## src/rtl/glyph_scroller_if.sv

```systemverilog
// Character/ROM/matrix signal bundle for glyph_scroller.
// master = upstream + font ROM side, slave = the scroller itself.
interface glyph_scroller_if;
    logic [6:0]  char_in;
    logic        char_valid;
    logic        char_ready;
    logic [6:0]  rom_addr;
    logic [34:0] rom_data;
    logic [6:0]  row_sel;
    logic [4:0]  col_out;
    logic        busy;

    modport master (
        output char_in, char_valid, rom_data,
        input  char_ready, rom_addr, row_sel, col_out, busy
    );

    modport slave (
        input  char_in, char_valid, rom_data,
        output char_ready, rom_addr, row_sel, col_out, busy
    );
endinterface

```

## src/rtl/glyph_scroller.sv

```systemverilog
// Latches 5x7 glyphs from the font ROM and scrolls them column by column through a
// row-multiplexed 5x7 frame. Optional macro GLYPH_GAP_EN adds one blank column per glyph.
//
// state  | meaning
// IDLE   | frame static, waiting for a held character
// SCROLL | shifting one glyph column into the frame per scroll tick
module glyph_scroller #(
    parameter int SCROLL_DIV = 1000000,
    parameter int ROW_DIV    = 1000
) (
    input logic            clk,
    input logic            rst,
    glyph_scroller_if.slave bus
);
    localparam int TW = (SCROLL_DIV > 1) ? $clog2(SCROLL_DIV) : 1;
    localparam int RW = (ROW_DIV > 1) ? $clog2(ROW_DIV) : 1;
`ifdef GLYPH_GAP_EN
    localparam logic [2:0] LAST_COL = 3'd5;
`else
    localparam logic [2:0] LAST_COL = 3'd4;
`endif

    typedef enum logic {IDLE, SCROLL} state_t;
    state_t state, state_nxt;

    logic              hold_valid;
    logic [6:0]        hold_code;
    logic [34:0]       glyph_reg;
    logic [2:0]        col_cnt;
    logic [6:0][4:0]   frame;
    logic [6:0]        new_col;
    logic [TW-1:0]     tick_cnt;
    logic [RW-1:0]     row_div_cnt;
    logic [2:0]        row_cnt;
    logic [6:0]        row_sel_q;
    logic [4:0]        col_q;
    logic              tick, last_tick, accept, load, shift, busy_c;

    assign bus.char_ready = !hold_valid;
    assign bus.rom_addr   = hold_code;
    assign bus.row_sel    = row_sel_q;
    assign bus.col_out    = col_q;
    assign bus.busy       = busy_c;

    assign accept    = bus.char_valid && !hold_valid;
    assign tick      = (tick_cnt == TW'(SCROLL_DIV - 1));
    assign last_tick = tick && (col_cnt == LAST_COL);

    always_ff @(posedge clk) begin
        if (rst) state <= IDLE;
        else     state <= state_nxt;
    end

    always_comb begin
        state_nxt = state;
        case (state)
            IDLE:    if (hold_valid) state_nxt = SCROLL;
            SCROLL:  if (last_tick && !hold_valid) state_nxt = IDLE;
            default: state_nxt = IDLE;
        endcase
    end

    // A held character is loaded on the same edge that shifts the last column, so glyphs abut.
    always_comb begin
        load   = 1'b0;
        shift  = 1'b0;
        busy_c = hold_valid;
        case (state)
            IDLE:    load = hold_valid;
            SCROLL: begin
                shift  = tick;
                load   = last_tick && hold_valid;
                busy_c = 1'b1;
            end
            default: ;
        endcase
    end

    // Column col_cnt of the glyph, one bit per row; the gap column stays blank.
    always_comb begin
        new_col = '0;
        for (int r = 0; r < 7; r++)
            for (int c = 0; c < 5; c++)
                if (col_cnt == 3'(c)) new_col[r] = glyph_reg[34 - (5 * r + c)];
    end

    always_ff @(posedge clk) begin
        if (rst) begin
            hold_valid <= 1'b0;
            hold_code  <= '0;
            glyph_reg  <= '0;
            col_cnt    <= '0;
            frame      <= '0;
        end else begin
            if (accept) begin
                hold_valid <= 1'b1;
                hold_code  <= bus.char_in;
            end else if (load) begin
                hold_valid <= 1'b0;
            end
            if (shift) begin
                for (int r = 0; r < 7; r++) frame[r] <= {new_col[r], frame[r][4:1]};
            end
            if (load) begin
                glyph_reg <= bus.rom_data;
                col_cnt   <= '0;
            end else if (shift) begin
                col_cnt <= col_cnt + 3'd1;
            end
        end
    end

    always_ff @(posedge clk) begin
        if (rst) begin
            tick_cnt    <= '0;
            row_div_cnt <= '0;
            row_cnt     <= '0;
            row_sel_q   <= 7'b0000001;
            col_q       <= '0;
        end else begin
            tick_cnt <= tick ? '0 : tick_cnt + TW'(1);
            if (row_div_cnt == RW'(ROW_DIV - 1)) begin
                row_div_cnt <= '0;
                row_cnt     <= (row_cnt == 3'd6) ? 3'd0 : row_cnt + 3'd1;
            end else begin
                row_div_cnt <= row_div_cnt + RW'(1);
            end
            row_sel_q <= 7'(1) << row_cnt;
            col_q     <= frame[row_cnt];
        end
    end
endmodule

```

## src/flat_wrapper.sv

```systemverilog
// flat-port wrapper written by rule: the top's interface ports become plain ports
module glyph_scroller_flat 
#(
    parameter int SCROLL_DIV = 1000000,
    parameter int ROW_DIV    = 1000
)
  (clk, rst, bus_char_in, bus_char_valid, bus_rom_data, bus_char_ready, bus_rom_addr, bus_row_sel, bus_col_out, bus_busy);
  glyph_scroller_if bus_i ();
  input logic clk;
  input logic rst;
  input wire logic [$bits(bus_i.char_in)-1:0] bus_char_in;
  input wire logic [$bits(bus_i.char_valid)-1:0] bus_char_valid;
  input wire logic [$bits(bus_i.rom_data)-1:0] bus_rom_data;
  output wire logic [$bits(bus_i.char_ready)-1:0] bus_char_ready;
  output wire logic [$bits(bus_i.rom_addr)-1:0] bus_rom_addr;
  output wire logic [$bits(bus_i.row_sel)-1:0] bus_row_sel;
  output wire logic [$bits(bus_i.col_out)-1:0] bus_col_out;
  output wire logic [$bits(bus_i.busy)-1:0] bus_busy;
  assign bus_i.char_in = bus_char_in;
  assign bus_i.char_valid = bus_char_valid;
  assign bus_i.rom_data = bus_rom_data;
  assign bus_char_ready = bus_i.char_ready;
  assign bus_rom_addr = bus_i.rom_addr;
  assign bus_row_sel = bus_i.row_sel;
  assign bus_col_out = bus_i.col_out;
  assign bus_busy = bus_i.busy;
  glyph_scroller #(.SCROLL_DIV(SCROLL_DIV), .ROW_DIV(ROW_DIV)) u_core (.clk(clk), .rst(rst), .bus(bus_i));
endmodule
```

## config.mk

```make
export PLATFORM = sky130hd
export DESIGN_NAME = glyph_scroller_flat
export DESIGN_NICKNAME = d
export VERILOG_FILES = /design/src/rtl/glyph_scroller_if.sv /design/src/rtl/glyph_scroller.sv /design/src/flat_wrapper.sv
export SDC_FILE = /design/constraint.sdc
export NUM_CORES = 1
export LEC_CHECK = 0
export CORE_UTILIZATION = 60
export CTS_CLUSTER_SIZE = 30
export DETAILED_ROUTE_END_ITERATION = 6
export PLACE_DENSITY = 0.85
export SYNTH_ARGS = -nofsm -noshare
export SYNTH_HDL_FRONTEND = slang
export SYNTH_SLANG_ARGS = --single-unit
```

## constraint.sdc

```tcl
create_clock -name clk -period 3.9 [get_ports clk]
set_input_delay 0.78 -clock clk [delete_from_list [all_inputs] [get_ports clk]]
set_output_delay 0.78 -clock clk [all_outputs]
set_load 0.05 [all_outputs]
```

==> metrics.yaml, run 1 <==
cells_and_area:
  fill_cells: 622
  diodes: 0
  nNetsFinal: 744
  syn2layout_area_growth_pct: 21.5
  final_cells: 834
  drive_above_1_share: 0.0752
cts:
  holdBufCountCts: 0
  cts_num_sinks: 127
  post_cts_resized: 0
  h-tree-depth: 4
  cts_tree: "yes"
  cts_setup_buffers: 0
  clkTransAtPathRegs_ns: 0.06
  clockBufferDepth: 2
  insertion_delay_ns: 0.52
  cts_root_buffer: "clkbuf_8"
  numCtsBuffers: 17
timing:
  worstMarginPinSlew_ns: 1.08
  timing.fmax_mhz: 375
  rsz0062_at_grt: "false"
  worst_slack_ns: 1.23
  fin_crit_sh: 0.684
  setup_viol: 0
  hold_viol_final: 0
  max_slew_margin: 0.277
  post-route-min-period_ns: 2.67
  skew_ns: 0.00662
  fin_setup_tns_ns: 0
  slew_violations: 0
route:
  vias: 4854
  wl_per_cell_um: 15.6
  vias_per_cell: 5.82
  drtIter0Drc: 332
  totalWireLength_um: 13000
  antenna_left: 0
  first_pass_iters: 7
  drc: 0
logic_synthesis:
  synth-seq-area-share: 0.443
  synth_area_um2: 5740
  synth_nets: 701
  yosys_warnings: 0
  synthArstFlopShare: 0
  synth_edf_count: 0
  ys_seq_elements: 127
  syn_inst: 649
  ys.flop_type: "dfxtp_1"
  synth_cell_types: 42
  syn_avg_cell_area_um2: 8.85
job:
  max-cap-violations: 0
power:
  power_leakage_nw: 2.54
  cellPowerDensity_nw_per_um2: 448
  peakVddDrop_mv: 0.292
placement:
  routabilityCongestion: 0.815
  dp_cells: 802
  portBuffers: 65
  hpwlAfterDp_um: 8330
  pre_cts_ws_ns: 1.39
critical_path:
  critical_path_class: "reg2out"
  end_kind: "output pin"
  cp-startpoint: "u_core.hold_valid$_SDFFE_PP0P_"
  required_ns: 3.12
  arrival_ns: 1.89
  r2r-start: "u_core.tick_cnt[0]$_SDFF_PP0_"
  cp-start-kind: "flop"
  reg2reg_slack_ns: 1.32
  path_max_fanout: 6
floorplan:
  num_io_pins: 66
  die_area_um2: 9970
  die_h_um: 99.8
  rows: 35
  coreArea_um2: 9240
  die_w_um: 99.8
  start_util: 0.621
worst_hold_path:
  hp-start: "u_core.row_div_cnt[0]$_SDFF_PP0_"
  hold_path.class: "reg2reg"
global_routing:
  grt_pass1_vias: 4784
  track_usage: 0.276
  grt_max_degree: 82
  antenna_found_initial: 0
  grt.overflow.total: 0
  grt_pass1_wl_um: 21800
run_status:
  status: "finished clean"
==> layout by cell type, fill, tap and decap left out, drive strengths merged, types with 4 or more instances in the layout <==
cell type      Yosys  layout
xnor2             11      11
xor2               9       9
nor2              35      35
nand2b            76      76
clkdlybuf4s50      0      64
nand4             10      10
mux4               5       5
a211oi             9       9
nand2             35      35
o21ai             45      45
clkinv             0       5
a21oi             66      66
o2bb2ai            5       5
clkbuf            41      20
inv               18      19
nor3               8       8
clkinvlp           0       4
buf                7       8
ha                 7       7
and3               9       9
or3                6       6
nor4               6       6
mux2i             45      45
nand3             38      38
dfxtp            127     127
a221oi             7       7
==> area by class of cell <==
cell class              instances  area [um^2]  area share
multi-input cells             456         2910       0.418
inverters                      18         67.6     0.00968
flip-flops and latches        127         2540       0.364
repair buffers                 72          701       0.100
well taps                     129          161      0.0231
clock buffers                  20          455      0.0653
clock inverters                12          135      0.0194
==> synth_stat cells, types with 3 or more instances <==
master	number	share of area
xor2_1	9	0.014
ha_1	7	0.015
or4_1	3	0.0039
xnor2_1	11	0.017
o2bb2ai_1	5	0.0076
inv_1	18	0.012
o21ai_0	45	0.039
clkbuf_1	40	0.026
or2_2	3	0.0033
or3_1	6	0.0065
nand2_1	35	0.023
nand3_1	38	0.033
nand4_1	9	0.0098
nor2_1	35	0.023
buf_8	3	0.0078
dfxtp_1	127	0.44
and3_1	9	0.0098
mux2i_1	45	0.078
nor3_1	8	0.0070
a21oi_1	66	0.058
nor4_1	6	0.0065
mux4_2	5	0.020
a221oi_1	7	0.011
nand2b_1	76	0.083
a211oi_1	9	0.012
and2_1	3	0.0033
==> power by group <==
part | total (mW) | internal [mW] | switching (mW)
sequential | 1.35 | 1.33 | 0.0230
combinational | 0.225 | 0.105 | 0.120
clock | 1.54 | 0.962 | 0.582
==> routing by layer <==
| layer | track usage | up-vias | part of all wire | routed length (um) |
|---|---|---|---|---|
| li1 | - | 2348 | - | - |
| met1 | 0.317 | 2300 | 0.41 | 5330 |
| met2 | 0.493 | 177 | 0.52 | 6810 |
| met3 | 0.0620 | 29 | 0.049 | 645 |
| met4 | 0.114 | 0 | 0.019 | 254 |
| met5 | 0 | - | 0 | 0 |
==> cell families after synthesis <==
group / share of synthesized area
multiplexers: 0.0981
flip-flops: 0.443
AND/OR/NAND/NOR: 0.225
AO/OA/AOI/OAI: 0.137
adder cells (fa/ha/maj): 0.0153
buffers and inverters: 0.0510
XOR/XNOR: 0.0305
==> metrics by stage <==
stage	instance area (um^2)	total power [mW]	utilization	hold slack, ns
after floorplan	5740	1.52	-	0.418
after global placement	6390	1.59	0.691	0.427
after detailed placement	6390	1.60	0.691	0.436
after CTS	6980	3.13	0.755	0.450
after global routing	6980	3.22	0.755	0.473
final	6980	3.12	0.755	0.451
==> path summary, 6_finish.rpt <==
kind / cells past startpoint / endpoint
setup / recovery: 2 / bus_busy
hold / removal: 1 / u_core.row_div_cnt[0]$_SDFF_PP0_
setup reg to reg: 6 / u_core.glyph_reg[30]$_SDFFE_PP0P_
hold reg to reg: 1 / u_core.row_div_cnt[0]$_SDFF_PP0_
==> worst max-delay path: stages, from the launching register on <==
cell	delay, ns
dfxtp_1	0.36
or2_2	0.31
clkdlybuf4s50_1	0.70
No activity file was read; power rests on OpenSTA's default activity.
==> run 2: changes to the inputs <==
--- a/config.mk
+++ b/config.mk
@@ -5,10 +5,10 @@
 export SDC_FILE = /design/constraint.sdc
 export NUM_CORES = 1
 export LEC_CHECK = 0
-export CORE_UTILIZATION = 60
+export CORE_UTILIZATION = 56
 export CTS_CLUSTER_SIZE = 30
 export DETAILED_ROUTE_END_ITERATION = 6
-export PLACE_DENSITY = 0.85
+export PLACE_DENSITY = 0.8
 export SYNTH_ARGS = -nofsm -noshare
 export SYNTH_HDL_FRONTEND = slang
 export SYNTH_SLANG_ARGS = --single-unit
==> constraint.sdc (replaced) <==
create_clock -name clk -period 2.5 [get_ports clk]
set_input_delay 0.5 -clock clk [delete_from_list [all_inputs] [get_ports clk]]
set_output_delay 0.5 -clock clk [all_outputs]
set_load 0.05 [all_outputs]
==> run 2 against run 1 <==
Net effect: the flow now finishes with violations (DRC); die area up 7.0%; first-iteration DRC count down 19%; wire length down 0.46%; clock power up 84%; critical path type unchanged; critical endpoint unchanged.
==> metrics.yaml, run 2 (synthesized netlist as in run 1, its figures left out) <==
cells_and_area:
  final_cell_mix: "dfxtp_1, nand2b_1, a21oi_1, clkdlybuf4s50_1"
  fin_util: 0.725
  diodes: 0
  fill_cells: 698
  final_area_um2: 7150
  drive_above_1_share: 0.0803
  layout_commonest_cell: "dfxtp_1"
  syn2layout_area_growth_pct: 24.6
  final_cells: 843
  nNetsFinal: 750
placement:
  hpwlAfterDp_um: 8270
  pre_cts_ws_ns: 0.229
  dpl_cell_area_um2: 6470
  portBuffers: 65
  routabilityCongestion: 0.839
  dp_cells: 812
critical_path:
  cp_num_buf_inv: 1
  path_cells: "or2_2 > clkdlybuf4s50_1"
  arrival_ns: 1.90
  path_max_fanout: 6
  required_ns: 2.00
  critical_path.max_stage_delay_ns: 0.70
  slowest_stage: "clkdlybuf4s50_1"
  cp-start-kind: "flop"
  cpLargestDelayFamily: "buffers and inverters"
  end_kind: "output pin"
  critical_path_class: "reg2out"
power:
  power_frac_clock: 0.534
  power_switching_mw: 1.13
  total_power_mw: 5.30
  peakVddDrop_mv: 0.457
  p_int_mw: 4.17
  seqPwrFrac: 0.397
  cellPowerDensity_nw_per_um2: 741
  power_leakage_nw: 2.63
  swShare: 0.213
  p_comb_frac: 0.068
route:
  vias: 4783
  drc: 3
  antenna_left: 0
  totalWireLength_um: 13000
  drtIter0Drc: 269
  vias_per_cell: 5.67
  first_pass_iters: 7
  wl_per_cell_um: 15.4
cts:
  cts_num_sinks: 127
  cts_root_buffer: "clkbuf_8"
  clockBufferDepth: 2
  post_cts_resized: 0
  cts_tree: "yes"
  holdBufCountCts: 0
  numCtsBuffers: 17
  cts_setup_buffers: 0
  clkTransAtPathRegs_ns: 0.06
  h-tree-depth: 4
  insertion_delay_ns: 0.52
run_status:
  status: "complete, but fails checks"
  violations: "DRC"
global_routing:
  grt_pass1_vias: 4499
  track_usage: 0.257
  grt_pass1_wl_um: 21100
  grt.overflow.total: 0
  grt_max_degree: 76
  antenna_found_initial: 0
floorplan:
  die_area_um2: 10700
  die_w_um: 103
  start_util: 0.582
  num_io_pins: 66
  rows: 36
  die_h_um: 103
  coreArea_um2: 9860
timing:
  fin_setup_tns_ns: 0
  worst_slack_ns: 0.102
  worstMarginPinSlew_ns: 0.867
  fin_crit_sh: 0.959
  hold_viol_final: 0
  max_slew_margin: 0.421
  hold_slack_ns: 0.455
  skew_ns: 0.00760
  post-route-min-period_ns: 2.40
  timing.fmax_mhz: 417
  rsz0062_at_grt: "false"
  setup_viol: 0
  slew_violations: 0
worst_hold_path:
  hold_path.class: "reg2reg"
job:
  max-cap-violations: 0
==> run 2: final cells by class <==
class / instances / area (um^2) / area share
flip-flops and latches: 127 / 2540 / 0.355
clock inverters: 13 / 262 / 0.0366
inverters: 18 / 67.6 / 0.00945
clock buffers: 18 / 418 / 0.0584
repair buffers: 78 / 783 / 0.109
multi-input cells: 456 / 2910 / 0.407
well taps: 133 / 166 / 0.0233
==> run 2: routing by layer <==
metal,share of wire,track usage,vias up
li1,-,-,2349
met1,0.43,0.305,2283
met2,0.51,0.457,133
met3,0.043,0.0712,18
met4,0.013,0.0672,0
met5,0,0,-
==> run 2: path summary, 6_finish.rpt <==
check | from | end | slack (ns) | depth (start not counted)
worst max register to register | u_core.tick_cnt[0]$_SDFF_PP0_ | u_core.col_cnt[2]$_SDFFE_PP0P_ | 0.15 | 6
worst min register to register | u_core.row_div_cnt[0]$_SDFF_PP0_ | u_core.row_div_cnt[0]$_SDFF_PP0_ | 0.46 | 1
worst min-delay path | u_core.row_div_cnt[0]$_SDFF_PP0_ | u_core.row_div_cnt[0]$_SDFF_PP0_ | 0.46 | 1
worst max-delay path | u_core.hold_valid$_SDFFE_PP0P_ | bus_busy | 0.10 | 2
==> run 2: power groups by stage <==
stage               Clock, mW  Sequential (mW)  Combinational (mW)
floorplan                   0             2.17               0.209
global placement            0             2.15               0.352
detailed placement          0             2.15               0.359
CTS                      2.86             2.11               0.363
global route             2.95             2.11               0.395
finish                   2.83             2.11               0.362
==> run 2: worst register-to-register path, cell delays in order, from the launching register on <==
cell       delay [ns]
dfxtp_1          0.37
ha_1             0.19
inv_1            0.09
or4_1            0.58
buf_4            0.26
nor2_1           0.51
a2111oi_0        0.21
==> run 3: changes to the inputs <==
--- a/config.mk
+++ b/config.mk
@@ -5,10 +5,12 @@
 export SDC_FILE = /design/constraint.sdc
 export NUM_CORES = 1
 export LEC_CHECK = 0
+export CORE_MARGIN = 2
 export CORE_UTILIZATION = 56
 export CTS_CLUSTER_SIZE = 30
 export DETAILED_ROUTE_END_ITERATION = 6
 export PLACE_DENSITY = 0.8
+export RECOVER_POWER = 50
 export SYNTH_ARGS = -nofsm -noshare
 export SYNTH_HDL_FRONTEND = slang
 export SYNTH_SLANG_ARGS = --single-unit
==> run 3 against run 2 <==
Net effect: the run now ends clean; combinational power is 2% lower; critical path depth is the same; non-clock buffer count rose by 1; setup slack about the same; register-to-register slack improved by 0.09 ns; clock skew barely moved; sequential cell count did not move; via count is 0.56% higher; critical endpoint unchanged.
==> metrics.yaml, run 3 (synthesized netlist as in run 1, its figures left out) <==
global_routing:
  grt.overflow.total: 0
  grt_pass1_vias: 4687
  track_usage: 0.242
  antenna_found_initial: 0
  grt_pass1_wl_um: 21700
  grt_max_degree: 60
floorplan:
  num_io_pins: 66
  die_w_um: 105
  start_util: 0.582
  die_area_um2: 11100
  rows: 36
  coreArea_um2: 9860
  die_h_um: 105
cts:
  clockBufferDepth: 2
  insertion_delay_ns: 0.53
  numCtsBuffers: 17
  cts_setup_buffers: 0
  holdBufCountCts: 0
  h-tree-depth: 4
  cts_num_sinks: 127
  cts_tree: "yes"
  clkTransAtPathRegs_ns: 0.06
  post_cts_resized: 0
  cts_root_buffer: "clkbuf_8"
timing:
  setup_viol: 0
  hold_slack_ns: 0.448
  max_slew_margin: 0.368
  post-route-min-period_ns: 2.40
  worst_slack_ns: 0.101
  hold_viol_final: 0
  fin_setup_tns_ns: 0
  slew_violations: 0
  worstMarginPinSlew_ns: 0.948
  skew_ns: 0.00804
  fin_crit_sh: 0.959
  timing.fmax_mhz: 417
  rsz0062_at_grt: "false"
cells_and_area:
  nNetsFinal: 751
  diodes: 0
  fill_cells: 733
  final_cell_mix: "dfxtp_1, nand2b_1, a21oi_1"
  layout_commonest_cell: "dfxtp_1"
  syn2layout_area_growth_pct: 22.9
  drive_above_1_share: 0.0815
  final_cells: 845
critical_path:
  path_max_fanout: 6
  arrival_ns: 1.90
  end_kind: "output pin"
  required_ns: 2.00
  cp-start-kind: "flop"
  critical_path_class: "reg2out"
power:
  peakVddDrop_mv: 0.428
  seqPwrFrac: 0.427
  cellPowerDensity_nw_per_um2: 699
  power_frac_clock: 0.501
  swShare: 0.235
  p_comb_frac: 0.072
  p_int_mw: 3.77
  power_switching_mw: 1.16
  total_power_mw: 4.93
  power_leakage_nw: 2.62
route:
  wl_per_cell_um: 15.3
  vias_per_cell: 5.69
  vias: 4810
  drtIter0Drc: 308
  totalWireLength_um: 12900
  antenna_left: 0
  first_pass_iters: 5
  drc: 0
placement:
  routabilityCongestion: 0.874
  hpwlAfterDp_um: 8310
  pre_cts_ws_ns: 0.283
  dp_cells: 813
  portBuffers: 65
job:
  max-cap-violations: 0
worst_hold_path:
  hold_path.class: "reg2reg"
run_status:
  status: "finished clean"
==> run 3: changes by cell type in the layout (fill, tap and decap cells not counted), moves of 3 or more <==
cell and delta:
dlygate4sd3_1 +19, clkdlybuf4s50_1 -19, bufinv_16 -4, clkinv_4 -3
clkinvlp_4 +4, inv_6 +4
==> run 3: worst max-delay path: stages, from the launching register on <==
cell and delay, ns:
dfxtp_1 0.36, or2_2 0.32, clkdlybuf4s50_1 0.70
==> run 3: area by class of cell <==
class	instances	area, um^2	share of cell area
sequential	127	2540	0.360
timing repair buffer	79	766	0.109
clock inverter	14	180	0.0255
multi-input combinational	456	2920	0.413
tap	133	166	0.0236
inverter	18	67.6	0.00957
clock buffer	18	418	0.0592
==> run 3: routing by layer <==
layer	global-route usage	up-vias	wire length [um]
met1	0.282	2280	5360
met4	0.0914	0	229
met2	0.432	140	6680
met5	0	-	0
li1	-	2361	-
met3	0.0538	29	623
==> run 3: path summary, 6_finish.rpt <==
kind                                                        from                               end  slack (ns)  depth (start not counted)
worst min register to register  u_core.row_div_cnt[0]$_SDFF_PP0_  u_core.row_div_cnt[0]$_SDFF_PP0_        0.45                          1
worst min-delay path            u_core.row_div_cnt[0]$_SDFF_PP0_  u_core.row_div_cnt[0]$_SDFF_PP0_        0.45                          1
worst max-delay path              u_core.hold_valid$_SDFFE_PP0P_                          bus_busy        0.10                          2
worst max register to register     u_core.tick_cnt[0]$_SDFF_PP0_    u_core.tick_cnt[10]$_SDFF_PP0_        0.24                          6
==> run 3: through the flow <==
stage | instance area [um^2] | util
after global routing | 7060 | 0.715
after CTS | 7070 | 0.716
after global placement | 6470 | 0.656
after floorplan | 5740 | -
after detailed placement | 6470 | 0.656
final | 7060 | 0.715
==> run 3: power by group through the flow <==
stage	clock network, mW	registers (mW)	logic [mW]
3_5_place_dp	0	2.15	0.356
2_1_floorplan	0	2.17	0.209
4_1_cts	2.49	2.11	0.358
5_1_grt	2.59	2.11	0.383
6_report	2.47	2.11	0.353
3_3_place_gp	0	2.15	0.345
